File: src/rtl/unary_scale_bounds_pkg.sv
// unary_pkg: shared state type, counter sizing and saturating multiply for unary scale blocks
package unary_pkg;
    typedef enum logic [1:0] {IDLE, ACCUM, DRAIN} state_t;
    function automatic int count_width(input int n);
        return $clog2(n + 1);
    endfunction
    function automatic logic [31:0] sat_mul(input logic [31:0] count, input logic [31:0] k, input logic [31:0] n);
        return (count * k > n) ? n : count * k;
    endfunction
endpackage

File: src/rtl/unary_scale_bounds_if.sv
// unary_scale_bounds_if: input and output unary stream handshakes of the scaler
interface unary_scale_bounds_if #(
    parameter int K_WIDTH = 4
);
    logic a;
    logic a_valid;
    logic a_ready;
    logic [K_WIDTH-1:0] k;
    logic y;
    logic y_valid;
    logic y_ready;
    logic y_last;
    modport master (output a, a_valid, k, y_ready, input a_ready, y, y_valid, y_last);
    modport slave (input a, a_valid, k, y_ready, output a_ready, y, y_valid, y_last);
endinterface

File: src/rtl/unary_scale_bounds_bound_calc.sv
// unary_bound_calc: running lower/upper bounds of min(k*popcount, N) for a partially seen frame
module unary_bound_calc import unary_pkg::*; #(
    parameter int STREAM_LEN = 32,
    parameter int K_WIDTH = 4,
    parameter int COUNT_WIDTH = count_width(STREAM_LEN)
) (
    input  logic [COUNT_WIDTH-1:0] o,
    input  logic [COUNT_WIDTH-1:0] i,
    input  logic [K_WIDTH-1:0]     k_q,
    output logic [COUNT_WIDTH-1:0] lower,
    output logic [COUNT_WIDTH-1:0] upper
);
    // upper assumes every unseen bit is a one
    assign lower = COUNT_WIDTH'(sat_mul(32'(o), 32'(k_q), 32'(STREAM_LEN)));
    assign upper = COUNT_WIDTH'(sat_mul(32'(o) + 32'(STREAM_LEN) - 32'(i), 32'(k_q), 32'(STREAM_LEN)));
endmodule

File: src/rtl/unary_scale_bounds.sv
// unary_scale_bounds: streaming unary x k multiplier emitting output bits as soon as bounds fix them
module unary_scale_bounds import unary_pkg::*; #(
    parameter int STREAM_LEN = 32,
    parameter int K_WIDTH = 4,
    parameter int COUNT_WIDTH = count_width(STREAM_LEN)
) (
    input  logic                clk,
    input  logic                reset,
    unary_scale_bounds_if.slave bus,
    output logic                busy
);
    localparam logic [COUNT_WIDTH-1:0] N = COUNT_WIDTH'(STREAM_LEN);
    localparam logic [COUNT_WIDTH-1:0] ONE = COUNT_WIDTH'(1);
    state_t state;
    logic [COUNT_WIDTH-1:0] a_ones, a_count, y_ones, y_zeros, lower, upper, total;
    logic [K_WIDTH-1:0] k_q;
    logic accept, slot, can_emit, emit_one, emit_zero, last_hs, out_done, finish;

    unary_bound_calc #(.STREAM_LEN(STREAM_LEN), .K_WIDTH(K_WIDTH), .COUNT_WIDTH(COUNT_WIDTH)) u_bounds (
        .o(a_ones),
        .i(a_count),
        .k_q(k_q),
        .lower(lower),
        .upper(upper)
    );

    assign bus.a_ready = state == IDLE || (state == ACCUM && a_count < N);
    assign accept = bus.a_valid && bus.a_ready;
    assign total = y_ones + y_zeros;
    assign slot = !bus.y_valid || bus.y_ready;
    assign can_emit = slot && state != IDLE && total < N;
    assign emit_one = can_emit && y_ones < lower;
    assign emit_zero = can_emit && !emit_one && y_zeros < N - upper;
    assign last_hs = bus.y_valid && bus.y_ready && bus.y_last;
    assign out_done = last_hs || (total == N && !bus.y_valid);
    // output may complete while input is still arriving, so either side can close the frame
    assign finish = (state == DRAIN) ? last_hs : (state == ACCUM && accept && a_count == N - ONE && out_done);
    assign busy = state != IDLE;

    always_ff @(posedge clk or negedge reset) begin
        if (!reset) begin
            state <= IDLE;
            a_ones <= '0;
            a_count <= '0;
            y_ones <= '0;
            y_zeros <= '0;
            k_q <= '0;
            bus.y <= 1'b0;
            bus.y_valid <= 1'b0;
            bus.y_last <= 1'b0;
        end else begin
            if (slot) begin
                bus.y <= emit_one;
                bus.y_valid <= emit_one || emit_zero;
                bus.y_last <= (emit_one || emit_zero) && total == N - ONE;
                y_ones <= y_ones + COUNT_WIDTH'(emit_one);
                y_zeros <= y_zeros + COUNT_WIDTH'(emit_zero);
            end
            if (state == IDLE && accept) begin
                state <= ACCUM;
                k_q <= bus.k;
                a_count <= ONE;
                a_ones <= COUNT_WIDTH'(bus.a);
            end else if (accept) begin
                a_count <= a_count + ONE;
                a_ones <= a_ones + COUNT_WIDTH'(bus.a);
                if (a_count == N - ONE) state <= DRAIN;
            end
            if (finish) begin
                state <= IDLE;
                a_ones <= '0;
                a_count <= '0;
                y_ones <= '0;
                y_zeros <= '0;
            end
        end
    end
endmodule

File: src/flat_wrapper.sv
// flat-port wrapper written by rule: the top's interface ports become plain ports
module unary_scale_bounds_flat import unary_pkg::*;
#(
    parameter int STREAM_LEN = 32,
    parameter int K_WIDTH = 4,
    parameter int COUNT_WIDTH = count_width(STREAM_LEN)
)
  (clk, reset, busy, bus_a, bus_a_valid, bus_k, bus_y_ready, bus_a_ready, bus_y, bus_y_valid, bus_y_last);
  unary_scale_bounds_if #(.K_WIDTH(K_WIDTH)) bus_i ();
  input  logic clk;
  input  logic reset;
  output logic busy;
  input wire logic [$bits(bus_i.a)-1:0] bus_a;
  input wire logic [$bits(bus_i.a_valid)-1:0] bus_a_valid;
  input wire logic [$bits(bus_i.k)-1:0] bus_k;
  input wire logic [$bits(bus_i.y_ready)-1:0] bus_y_ready;
  output wire logic [$bits(bus_i.a_ready)-1:0] bus_a_ready;
  output wire logic [$bits(bus_i.y)-1:0] bus_y;
  output wire logic [$bits(bus_i.y_valid)-1:0] bus_y_valid;
  output wire logic [$bits(bus_i.y_last)-1:0] bus_y_last;
  assign bus_i.a = bus_a;
  assign bus_i.a_valid = bus_a_valid;
  assign bus_i.k = bus_k;
  assign bus_i.y_ready = bus_y_ready;
  assign bus_a_ready = bus_i.a_ready;
  assign bus_y = bus_i.y;
  assign bus_y_valid = bus_i.y_valid;
  assign bus_y_last = bus_i.y_last;
  unary_scale_bounds #(.STREAM_LEN(STREAM_LEN), .K_WIDTH(K_WIDTH), .COUNT_WIDTH(COUNT_WIDTH)) u_core (.clk(clk), .reset(reset), .bus(bus_i), .busy(busy));
endmodule
File: config.mk
export PLATFORM = sky130hd
export DESIGN_NAME = unary_scale_bounds_flat
export DESIGN_NICKNAME = d
export VERILOG_FILES = /design/src/rtl/unary_scale_bounds_pkg.sv /design/src/rtl/unary_scale_bounds_if.sv /design/src/rtl/unary_scale_bounds_bound_calc.sv /design/src/rtl/unary_scale_bounds.sv /design/src/flat_wrapper.sv
export SDC_FILE = /design/constraint.sdc
export NUM_CORES = 1
export LEC_CHECK = 0
export ABC_AREA = 1
export CAP_MARGIN = 10
export CORE_MARGIN = 1
export CORE_UTILIZATION = 50
export CTS_BUF_LIST = sky130_fd_sc_hd__clkbuf_16
export DETAILED_ROUTE_END_ITERATION = 7
export PLACE_DENSITY = 0.67
export SYNTH_ARGS = -nofsm -noshare
export SYNTH_HDL_FRONTEND = slang
export SYNTH_SLANG_ARGS = --single-unit
File: constraint.sdc
create_clock -name clk -period 7.2 [get_ports clk]
set_input_delay 1.44 -clock clk [delete_from_list [all_inputs] [get_ports clk]]
set_output_delay 1.44 -clock clk [all_outputs]
set_load 0.02 [all_outputs]
==> After elaboration in Yosys (flattened, before gate mapping) <==
Cells that the tools add are included.
{ "classes": {"addsub": 8, "multipliers": 2, "magnitude_cmp": 6, "n_eq_ne": 5, "muxes": 17, "n_reduce_logical": 27} }
{ "op_table": {"columns": ["operator", "n"], "rows": [
  ["2-to-1 mux 6 bit", 12],
  ["greater-than comparator 32 x 6 -> 1 bit, second input constant", 1],
  ["adder 6 x 1 -> 6 bit", 3],
  ["logical AND 1 bit", 15],
  ["multiplier 8 x 5 -> 13 bit", 1],
  ["== test 6 x 5 -> 1 bit, second input constant", 2],
  ["< comparator 6 bit", 2],
  ["< comparator 6 bit, second input constant", 2],
  ["greater-than comparator 10 x 6 -> 1 bit, second input constant", 1],
  ["multiplier 6 x 4 -> 10 bit", 1],
  ["2-to-1 mux 2 bit", 4],
  ["subtractor 7 x 6 -> 8 bit", 1],
  ["adder 6 x 6 -> 7 bit, second input constant", 1],
  ["adder 6 x 1 -> 6 bit, second input constant", 1],
  ["adder 6 bit", 1],
  ["== test 6 bit, second input constant", 1],
  ["nonzero test 3 bit", 2],
  ["subtractor 6 bit, first input constant", 1],
  ["logical OR 1 bit", 4],
  ["nonzero test 2 bit", 2],
  ["== test 2 x 1 -> 1 bit, second input constant", 1],
  ["== test 2 bit, second input constant", 1],
  ["logical NOT 1 bit", 2],
  ["logical NOT 2 bit", 1],
  ["2 further kinds", 2]
]} }
{ "totals": {"ff_bits": 33, "input_bits": 9, "out_inout_bits": 5, "word_cells": 74} }

==> Longest topological paths before layout <==
{ "logic_depth": {"word_depth": 11, "depth_mapped": 43, "ltp_nobuf": 43} }

==> Hierarchy <==
From an unflattened synthesis, not the netlist that was laid out.
{ "unflattened": {"hier_cells": 740, "area_unflattened_um2": 5022.3} }
{ "modules_own_cells": {"columns": ["module", "n_inst", "cells_each", "area_each_um2", "seq_area_each_um2"], "rows": [
  ["unary_bound_calc", 1, 449, 2716.4, 0.0],
  ["unary_scale_bounds", 1, 291, 2306.0, 825.8]
]} }

==> Worst setup path after synthesis <==
No wires, ideal clock.
{ "synth_timing": {"path_kind": "register -> register", "from": "register u_core.a_ones[1]", "to": "register u_core.y_zeros[5]", "setup_time_ns": 0.122, "t_arrival_ns": 6.365, "required_time_ns": 7.078, "slack_ns": 0.713, "path_stages_with_launch": 40, "path_buffers": 0, "period_less_slack_ns": 6.487, "path_cell_list": "dfrtp_1 -> ha_1 -> ha_1 -> fa_1 -> nand2_1 -> nand2_1 -> nand2_1 -> xor2_1 -> nor2_1 -> ha_1 -> fa_1 -> inv_1 -> fa_1 -> inv_1 -> ha_1 -> nand2_1 -> clkinv_1 -> nand2_1 -> [4 not listed] -> nand2_1 -> nor3_4 -> nand2_1 -> ha_1 -> nand2_1 -> xor2_1 -> ha_1 -> nand2_1 -> o211ai_1 -> a21oi_1 -> nand2_2 -> inv_1 -> ha_1 -> nand3_1 -> nor3b_1 -> nand2_1 -> xor2_1 -> nor2_1"} }
{ "synth_between": {"elab_chain_cells": 11, "elab_cells_between_ends": 18, "classes_between": "add/sub (4); mul (2); order compare (4); mux (4); reduce/logical (4)"} }
{ "synth_rtl": {"columns": ["item", "line_no", "rtl"], "rows": [
  ["from (decl)", "unary_scale_bounds.sv:15", "logic [COUNT_WIDTH-1:0] a_ones, a_count, y_ones, y_zeros, lower, upper, total;"],
  ["from (signal assigned)", "unary_scale_bounds.sv:63", "a_ones <= COUNT_WIDTH'(bus.a);"],
  ["from (signal assigned)", "unary_scale_bounds.sv:66", "a_ones <= a_ones + COUNT_WIDTH'(bus.a);"],
  ["adder 6 x 6 -> 7 bit or multiplier 6 x 4 -> 10 bit (tied branches)", "unary_scale_bounds_bound_calc.sv:15, unary_scale_bounds_pkg.sv:8", null],
  ["subtractor 7 x 6 -> 8 bit or greater-than comparator 10 x 6 -> 1 bit (tied branches)", "unary_scale_bounds_bound_calc.sv:15, unary_scale_bounds_pkg.sv:8", null],
  ["multiplier 8 x 5 -> 13 bit or 2-to-1 mux 6 bit (tied branches)", "unary_scale_bounds_pkg.sv:8", "return (count * k > n) ? n : count * k;"],
  ["greater-than comparator 32 x 6 -> 1 bit or < comparator 6 bit (tied branches)", "unary_scale_bounds_pkg.sv:8, unary_scale_bounds.sv:32", null],
  ["2-to-1 mux 6 bit or logical AND 1 bit (tied branches)", "unary_scale_bounds_pkg.sv:8, unary_scale_bounds.sv:32", null],
  ["subtractor 6 bit or logical NOT 1 bit (tied branches)", "unary_scale_bounds.sv:33", "assign emit_zero = can_emit && !emit_one && y_zeros < N - upper;"],
  ["< comparator 6 bit or logical AND 1 bit (tied branches)", "unary_scale_bounds.sv:33", null],
  ["logical AND 1 bit *", "unary_scale_bounds.sv:33", null],
  ["adder 6 x 1 -> 6 bit *", "unary_scale_bounds.sv:57", "y_zeros <= y_zeros + COUNT_WIDTH'(emit_zero);"],
  ["2-to-1 mux 6 bit *", "unary_scale_bounds.sv:52", "if (slot) begin"],
  ["2-to-1 mux 6 bit *", "unary_scale_bounds.sv:69", "if (finish) begin"],
  ["to (signal assigned)", "unary_scale_bounds.sv:57", null],
  ["to (decl)", "unary_scale_bounds.sv:15", null]
]} }
Every way passes the cells marked *; elsewhere a longest branch is shown, timed or not. The select of a mux whose other input is x is not followed.
A chain may end at the register's enable or synchronous reset.

==> Worst setup path in the final report <==
{ "layout_timing": {"from": "register u_core.a_count[1]", "to": "register u_core.y_zeros[4]"} }
{ "layout_between": {"elab_chain_cells": 10, "elab_cells_between_ends": 20, "classes_between": "add/sub (3); mul (1); order compare (3); eq/ne (1); mux (4); reduce/logical (8)"} }
{ "layout_rtl": {"columns": ["item", "line_no", "rtl"], "rows": [
  ["from (decl)", "unary_scale_bounds.sv:15", null],
  ["from (signal assigned)", "unary_scale_bounds.sv:65", "a_count <= a_count + ONE;"],
  ["subtractor 7 x 6 -> 8 bit", "unary_scale_bounds_bound_calc.sv:15", "assign upper = COUNT_WIDTH'(sat_mul(32'(o) + 32'(STREAM_LEN) - 32'(i), 32'(k_q), 32'(STREAM_LEN)));"],
  ["multiplier 8 x 5 -> 13 bit", "unary_scale_bounds_pkg.sv:8", null],
  ["greater-than comparator 32 x 6 -> 1 bit", "unary_scale_bounds_pkg.sv:8", null],
  ["2-to-1 mux 6 bit", "unary_scale_bounds_pkg.sv:8", null],
  ["subtractor 6 bit", "unary_scale_bounds.sv:33", null],
  ["< comparator 6 bit", "unary_scale_bounds.sv:33", null],
  ["logical AND 1 bit", "unary_scale_bounds.sv:33", null],
  ["adder 6 x 1 -> 6 bit", "unary_scale_bounds.sv:57", null],
  ["2-to-1 mux 6 bit", "unary_scale_bounds.sv:52", null],
  ["2-to-1 mux 6 bit", "unary_scale_bounds.sv:69", null]
]} }
Several ways; a longest one is shown, not always the timed one. The select of a mux whose other input is x is not followed.

==> results.md <==
- Status: finished, final reports clean
- Final-layout setup total negative slack: 0 ns
- Per-instance average area after synthesis: 6.99 sq um
- Routed wire per std cell: 13.1 um
- Drt first-iter violations: 183
- Unique cell type count in the Yosys netlist: 37
- Number of design rule violations left after detail routing: 0
- Cell family contributing the most delay on the critical path: adder cells
- Full die area: 0.00983 sq mm
- Die boundary height: 99.2 um
- Shortest clock period the worst path allows after layout: 6.79 ns
- Clock Sink Count: 33
- Count of synthesis-stage warnings from yosys: 0
- Cells after DPL: 794
- Minimum setup slack among reg-to-reg paths: 0.41 ns
- Standard cell with the maximum stage delay on the critical path: sky130_fd_sc_hd__fa_1
- Synthesized Nets: 783
- Max-capacitance violation count: 0
- Area of combinational cells with multiple inputs: 0.00352 sq mm
- Worst Path Arrival: 6.95 ns
- Number of instances on the worst hold path: 2
- Total number of placement rows: 35
- Critical R2R Launch: u_core.a_count[1]$_DFFE_PN0P_
- Largest net degree at the start of global routing: 34
- Via count: 4,259
- Worst setup path category: flop to flop
- CTS tree: done
- CTS Hold Bufs: 0
- Wire length of the first global-routing pass: 18.4 mm
- Slowest Stage Delay on Critical Path: 0.53 ns
- Layout Cell Area excl Fill: 0.00536 sq mm
- Placer Congestion: 0.840
- Number of buffers added by the clock tree synthesis step: 5
- Antenna Violating Nets Remaining: 0
- CP startpoint kind: flop
- Fraction of the yosys area taken by sequential cells: 17.5%
- Maximum achievable frequency: 147 MHz
- Clock transition at the registers of the reported paths: 0.05 ns
- Hold violation total from the final report: 0
- Cell occurring most often along the worst timing path: sky130_fd_sc_hd__nand2_1
- Post-route clock skew: 0.00261 ns
- Dpl cell area: 0.00498 sq mm
- Clock latency reported for the late side of the worst-skew pair: 0.28 ns
- Top fanout value on the critical path: 7
- FF+latch count, synth: 33
- Critical path buffers and inverters: 4
- Final Net Count: 807
- Worst min-delay path category: flop to flop
- Layout cells sized above 1: 10.3%
- Number of antenna violations at the first check in global routing: 0
- Core footprint: 0.00920 sq mm
- Worst slew slack as a fraction of its limit: 56.9%
- Number of buffers between clock root and the deepest sink: 2
- Remaining global-route overflow: 0
- Area occupied by registers: 830 sq um
- Total global routing track utilization: 23.1%
- Reg2Reg Capture Point: u_core.y_zeros[4]$_DFFE_PN0P_
- Final Slew Violations: 0
- Width of the die: 99.2 um
- Kind of capture point of the worst setup path: flop
- Synth Instances: 675
- Flip-flop cell with the highest count after synthesis: sky130_fd_sc_hd__dfrtp_1
- Clock tree root buffer cell: sky130_fd_sc_hd__clkbuf_16
- Post-DP HPWL: 8.40 mm
- Async S/R FF share, synth: 100%
- Detailed-router iteration count before antenna repair: 5
- I/O Buffers: 13
- Number of global-route vias before repair: 4,205
- Layout Cells excl Fill: 811
- Total length of routed wires: 10.6 mm
- Worst-case hold path end point: u_core.bus.y$_DFFE_PN0P_
- Synth-to-Final Area Change: 13.6%
- Worst Tran Pin Value: 0.630 ns
- Final period utilization: 94.3%
- Min Hold Slack: 0.482 ns
- Detailed-route vias per instance: 5.25
- Hold path startpoint: u_core.bus.y$_DFFE_PN0P_
- Mapped cell area: 0.00472 sq mm
- Initial core utilization: 51.3%
- Count of H-tree levels built during CTS: 2
- I/O pin count: 14
- EDFF count, synth: 0
- Number of inserted diodes: 0
- Setup violation total in the final timing report: 0
- Data required time of the worst path: 7.36 ns
- Reg2Reg Depth: 38
- Fillcell total: 881
[metal layers]
metal  vias to the layer above  routed length (um)  global-route usage, %
li1                       2172                   -                      -
met1                      2017                4800                   28.8
met2                        60                5500                   43.2
met3                        10                 214                   2.04
met4                         0                 116                   5.43
met5                         -                   0                      0
[worst max path at each step]
| stage | from | depth (start not counted) | endpoint | slack (ns) |
|---|---|---|---|---|
| final | u_core.a_count[1]$_DFFE_PN0P_ | 38 | u_core.y_zeros[4]$_DFFE_PN0P_ | 0.41 |
| after global routing | u_core.a_count[1]$_DFFE_PN0P_ | 38 | u_core.y_zeros[5]$_DFFE_PN0P_ | -0.01 |
| after CTS | u_core.a_ones[1]$_DFFE_PN0P_ | 39 | u_core.y_zeros[5]$_DFFE_PN0P_ | 0.03 |
| after detailed placement | u_core.a_ones[1]$_DFFE_PN0P_ | 39 | u_core.y_zeros[5]$_DFFE_PN0P_ | 0.09 |
| after global placement | u_core.a_ones[1]$_DFFE_PN0P_ | 37 | u_core.y_zeros[5]$_DFFE_PN0P_ | 0.26 |
| after floorplan | u_core.a_ones[1]$_DFFE_PN0P_ | 39 | u_core.y_zeros[5]$_DFFE_PN0P_ | 0.71 |
[sequential cells by signal, summed over array words and instances (netlist names)]
name                flops
u_core.a_count          6
u_core.a_ones           6
u_core.y_ones           6
u_core.y_zeros          6
u_core.k_q              4
u_core.state            2
u_core.bus.y            1
u_core.bus.y_last       1
u_core.bus.y_valid      1
[tightest hold or removal path: cells and delay by family (launching register included)]
family        cells  cell delay [ns]
flops             1             0.34
simple gates      2             0.10
[cell usage in the layout (no fill, tap or decap), drive strengths merged, types with 4 or more instances in the layout]
| cell type | count |
|---|---|
| nand2 | 181 |
| inv | 132 |
| nor2 | 75 |
| ha | 72 |
| nand3 | 49 |
| dfrtp | 33 |
| fa | 27 |
| a21oi | 27 |
| xor2 | 15 |
| clkdlybuf4s50 | 13 |
| buf | 11 |
| nand4 | 10 |
| nor3 | 8 |
| o21ai | 8 |
| xnor2 | 7 |
| clkbuf | 5 |
| nand3b | 4 |
[cells by family (layout without fill, tap and decap cells)]
group           Yosys count  in the layout  share of synthesized area [%]
compound gates           46             46                           5.78
xor+xnor                 22             22                           4.08
fa+ha+maj                99             99                           30.5
buf+inv                 140            165                           11.2
flops                    33             33                           17.5
simple gates            335            335                           30.9
[what timing repair did]
| item | 4_1_cts | 5_1_grt |
|---|---|---|
| gates resized for setup | 0 | 30 |
| buffers inserted | 0 | 9 |
| setup endpoints to repair | 0 | 5 |
[cell type report]
class / instances / share of cell area (%)
Clock buffer: 5 / 2.33
Clock inverter: 3 / 0.700
Inverter: 133 / 9.31
Multi-Input combinational cell: 502 / 65.6
Sequential cell: 33 / 15.5
Tap cell: 111 / 2.59
Timing Repair Buffer: 24 / 3.97
[synthesized netlist by cell type, drive strengths merged (7+ instances only)]
library cell    n  area (sq um)
ha             72           901
fa             27           541
nor2           75           294
nand2         181           709
a21oi          27           146
dfrtp          33           826
o21ai           8          43.8
xor2           15           131
inv           131           492
xnor2           7          61.3
nor3            8          51.3
nand4          10          62.6
nand3          49           260
[stage by stage]
| step | utilization, % | setup slack [ns] |
|---|---|---|
| after floorplan | - | 0.713 |
| after global placement | 54.1 | 0.265 |
| after detailed placement | 54.1 | 0.0909 |
| after CTS | 55.9 | 0.0332 |
| after global routing | 58.3 | -0.0107 |
| final | 58.3 | 0.411 |
Power is not shown: default switching activity piles up to over one toggle a cycle in this logic, so the estimate is an artifact.
==> variant, RTL diff (config.mk and constraints unchanged) <==
Make the reset (`reset`) synchronous in one clocked block.
--- a/src/rtl/unary_scale_bounds.sv
+++ b/src/rtl/unary_scale_bounds.sv
@@ -37,7 +37,7 @@
     assign finish = (state == DRAIN) ? last_hs : (state == ACCUM && accept && a_count == N - ONE && out_done);
     assign busy = state != IDLE;
 
-    always_ff @(posedge clk or negedge reset) begin
+    always_ff @(posedge clk) begin
         if (!reset) begin
             state <= IDLE;
             a_ones <= '0;
Function: differs if reset is asserted again (counterexample within 4 cycles, from zero or initial values and one cycle with reset low); with reset held inactive, the same outputs for 4 cycles.
==> variant against the original RTL <==
The flow now finishes with violations (design-rule violations). First-iteration DRC count decreased by 14%. Final area down 1.5%. Worst setup slack got worse by 0.046 ns. Highest routed layer unchanged. Critical endpoint is now u_core.y_zeros[4]. Core utilization up 1.7 points. Sequential cell count stayed put. Routed wire length up 0.55%. Via count down 1.0%. Synthesized area shrank 2.8%.
Power is left out: it rests on default switching activity, and per cell area and clock period it moved more than threefold.
==> variant: results (changes against the original RTL) <==
metric,value,unit,change
DR WL met2,4910,µm,-11%
largest cells by area after synthesis,"ha_1 20%, dfxtp_1 14%, nand2_1 14%",,
Post-layout nets,819,,+1.5%
worst hold start,u_core.bus.y,,
Hold Path Class,reg -> reg,,
met3 wire length,335,µm,+57%
failing checks,design-rule violations,,
routed wire length,10700,µm,+0.55%
Post-synth ARST share,0,%,-100 points
syn avg cell area,6.69,µm²,-4.4%
status,finished with violations,,
initial DRC count,157,,-14%
"top cells by count, synth","169 x nand2_1, 141 x inv_1, 72 x ha_1, 72 x nor2_1, 39 x nand3_1",,
post-route met1 wirelength,5280,µm,+10%
GRT Total Usage,22.6,%,-0.46 points
Yosys cell types,33,,-11%
Synth Flop Type,dfxtp_1,,
share of layout cells above drive strength 1,10.7,%,+0.40 points
postcts setup bufs,4,,+4
clock skew,0.00304,ns,+0.000433 ns
drt first pass iters,7,,+2
vias in the first global route,3946,,-6.2%
Synthesized Nets,794,,+1.4%
wire per inst,13.0,µm,-0.44%
via count,4215,,-1.0%
Slew Limit Headroom,65.1,%,+8.2 points
largest net degree at the start of global routing,16,,-53%
routability-driven placement congestion ratio,0.888,,+5.7%
GR Layer Usage met2,37.7,%,-5.6 points
post-cts resize count,1,,+1
met3 Track Usage GR,2.79,%,+0.75 points
CP Data Arrival Time,7.00,ns,+0.05 ns
post-placement cell count,804,,+1.3%
met1 usage,32.0,%,+3.2 points
DP Wirelength,8200,µm,-2.4%
Layout fillers,812,,-7.8%
first-pass GRT wire length,17700,µm,-3.9%
# DRC,4,,+4
-- variant: changes by cell type after synthesis, sizes merged, moves of 6 or more --
cell	unedited run	this run
nand2	181	175
nand3	49	40
dfrtp	33	0
a21oi	27	36
dfxtp	0	33
inv	131	142
-- variant: final timing paths --
kind	end	slack, ns	depth (start not counted)
max	u_core.y_zeros[4]	0.36	46
min	u_core.bus.y	0.49	2
max reg2reg	u_core.y_zeros[4]	0.36	46
min reg2reg	u_core.bus.y	0.49	2
-- variant: final cells by class --
cell class / count / share of cell area [%]
clock buffers: 5 / 2.37
flip-flops and latches: 33 / 12.6
clock inverters: 2 / 0.142
multi-input cells: 501 / 67.6
well taps: 108 / 2.56
repair buffers: 28 / 4.59
inverters: 142 / 10.1
-- variant: stage by stage --
step | setup WS [ns] | cell area (µm²)
3_3_place_gp | 0.221 | 4860
5_1_grt | -0.199 | 5280
6_report | 0.365 | 5280
3_5_place_dp | -0.00410 | 4860
4_1_cts | 0.0677 | 5030
2_1_floorplan | 0.620 | 4590
-- variant: critical path, delay by kind of cell, from the launching register on --
kind	cells	cell delay, ns
DFF	1	0.34
xor gates and xnor gates	3	0.48
AOI/OAI and AO/OA	4	0.58
buffers and inverters	8	0.49
adders and majority gates	10	3.03
and+or+nand+nor	21	1.80
-- variant: kinds of logic (layout without fill, tap and decap cells) --
| logic type | after synthesis | in the layout | share of synthesized area [%] |
|---|---|---|---|
| compound gates | 60 | 60 | 7.31 |
| xor+xnor | 30 | 30 | 5.73 |
| simple gates | 312 | 312 | 28.5 |
| flops | 33 | 33 | 14.4 |
| buf+inv | 152 | 177 | 12.6 |
| fa+ha+maj | 99 | 99 | 31.4 |
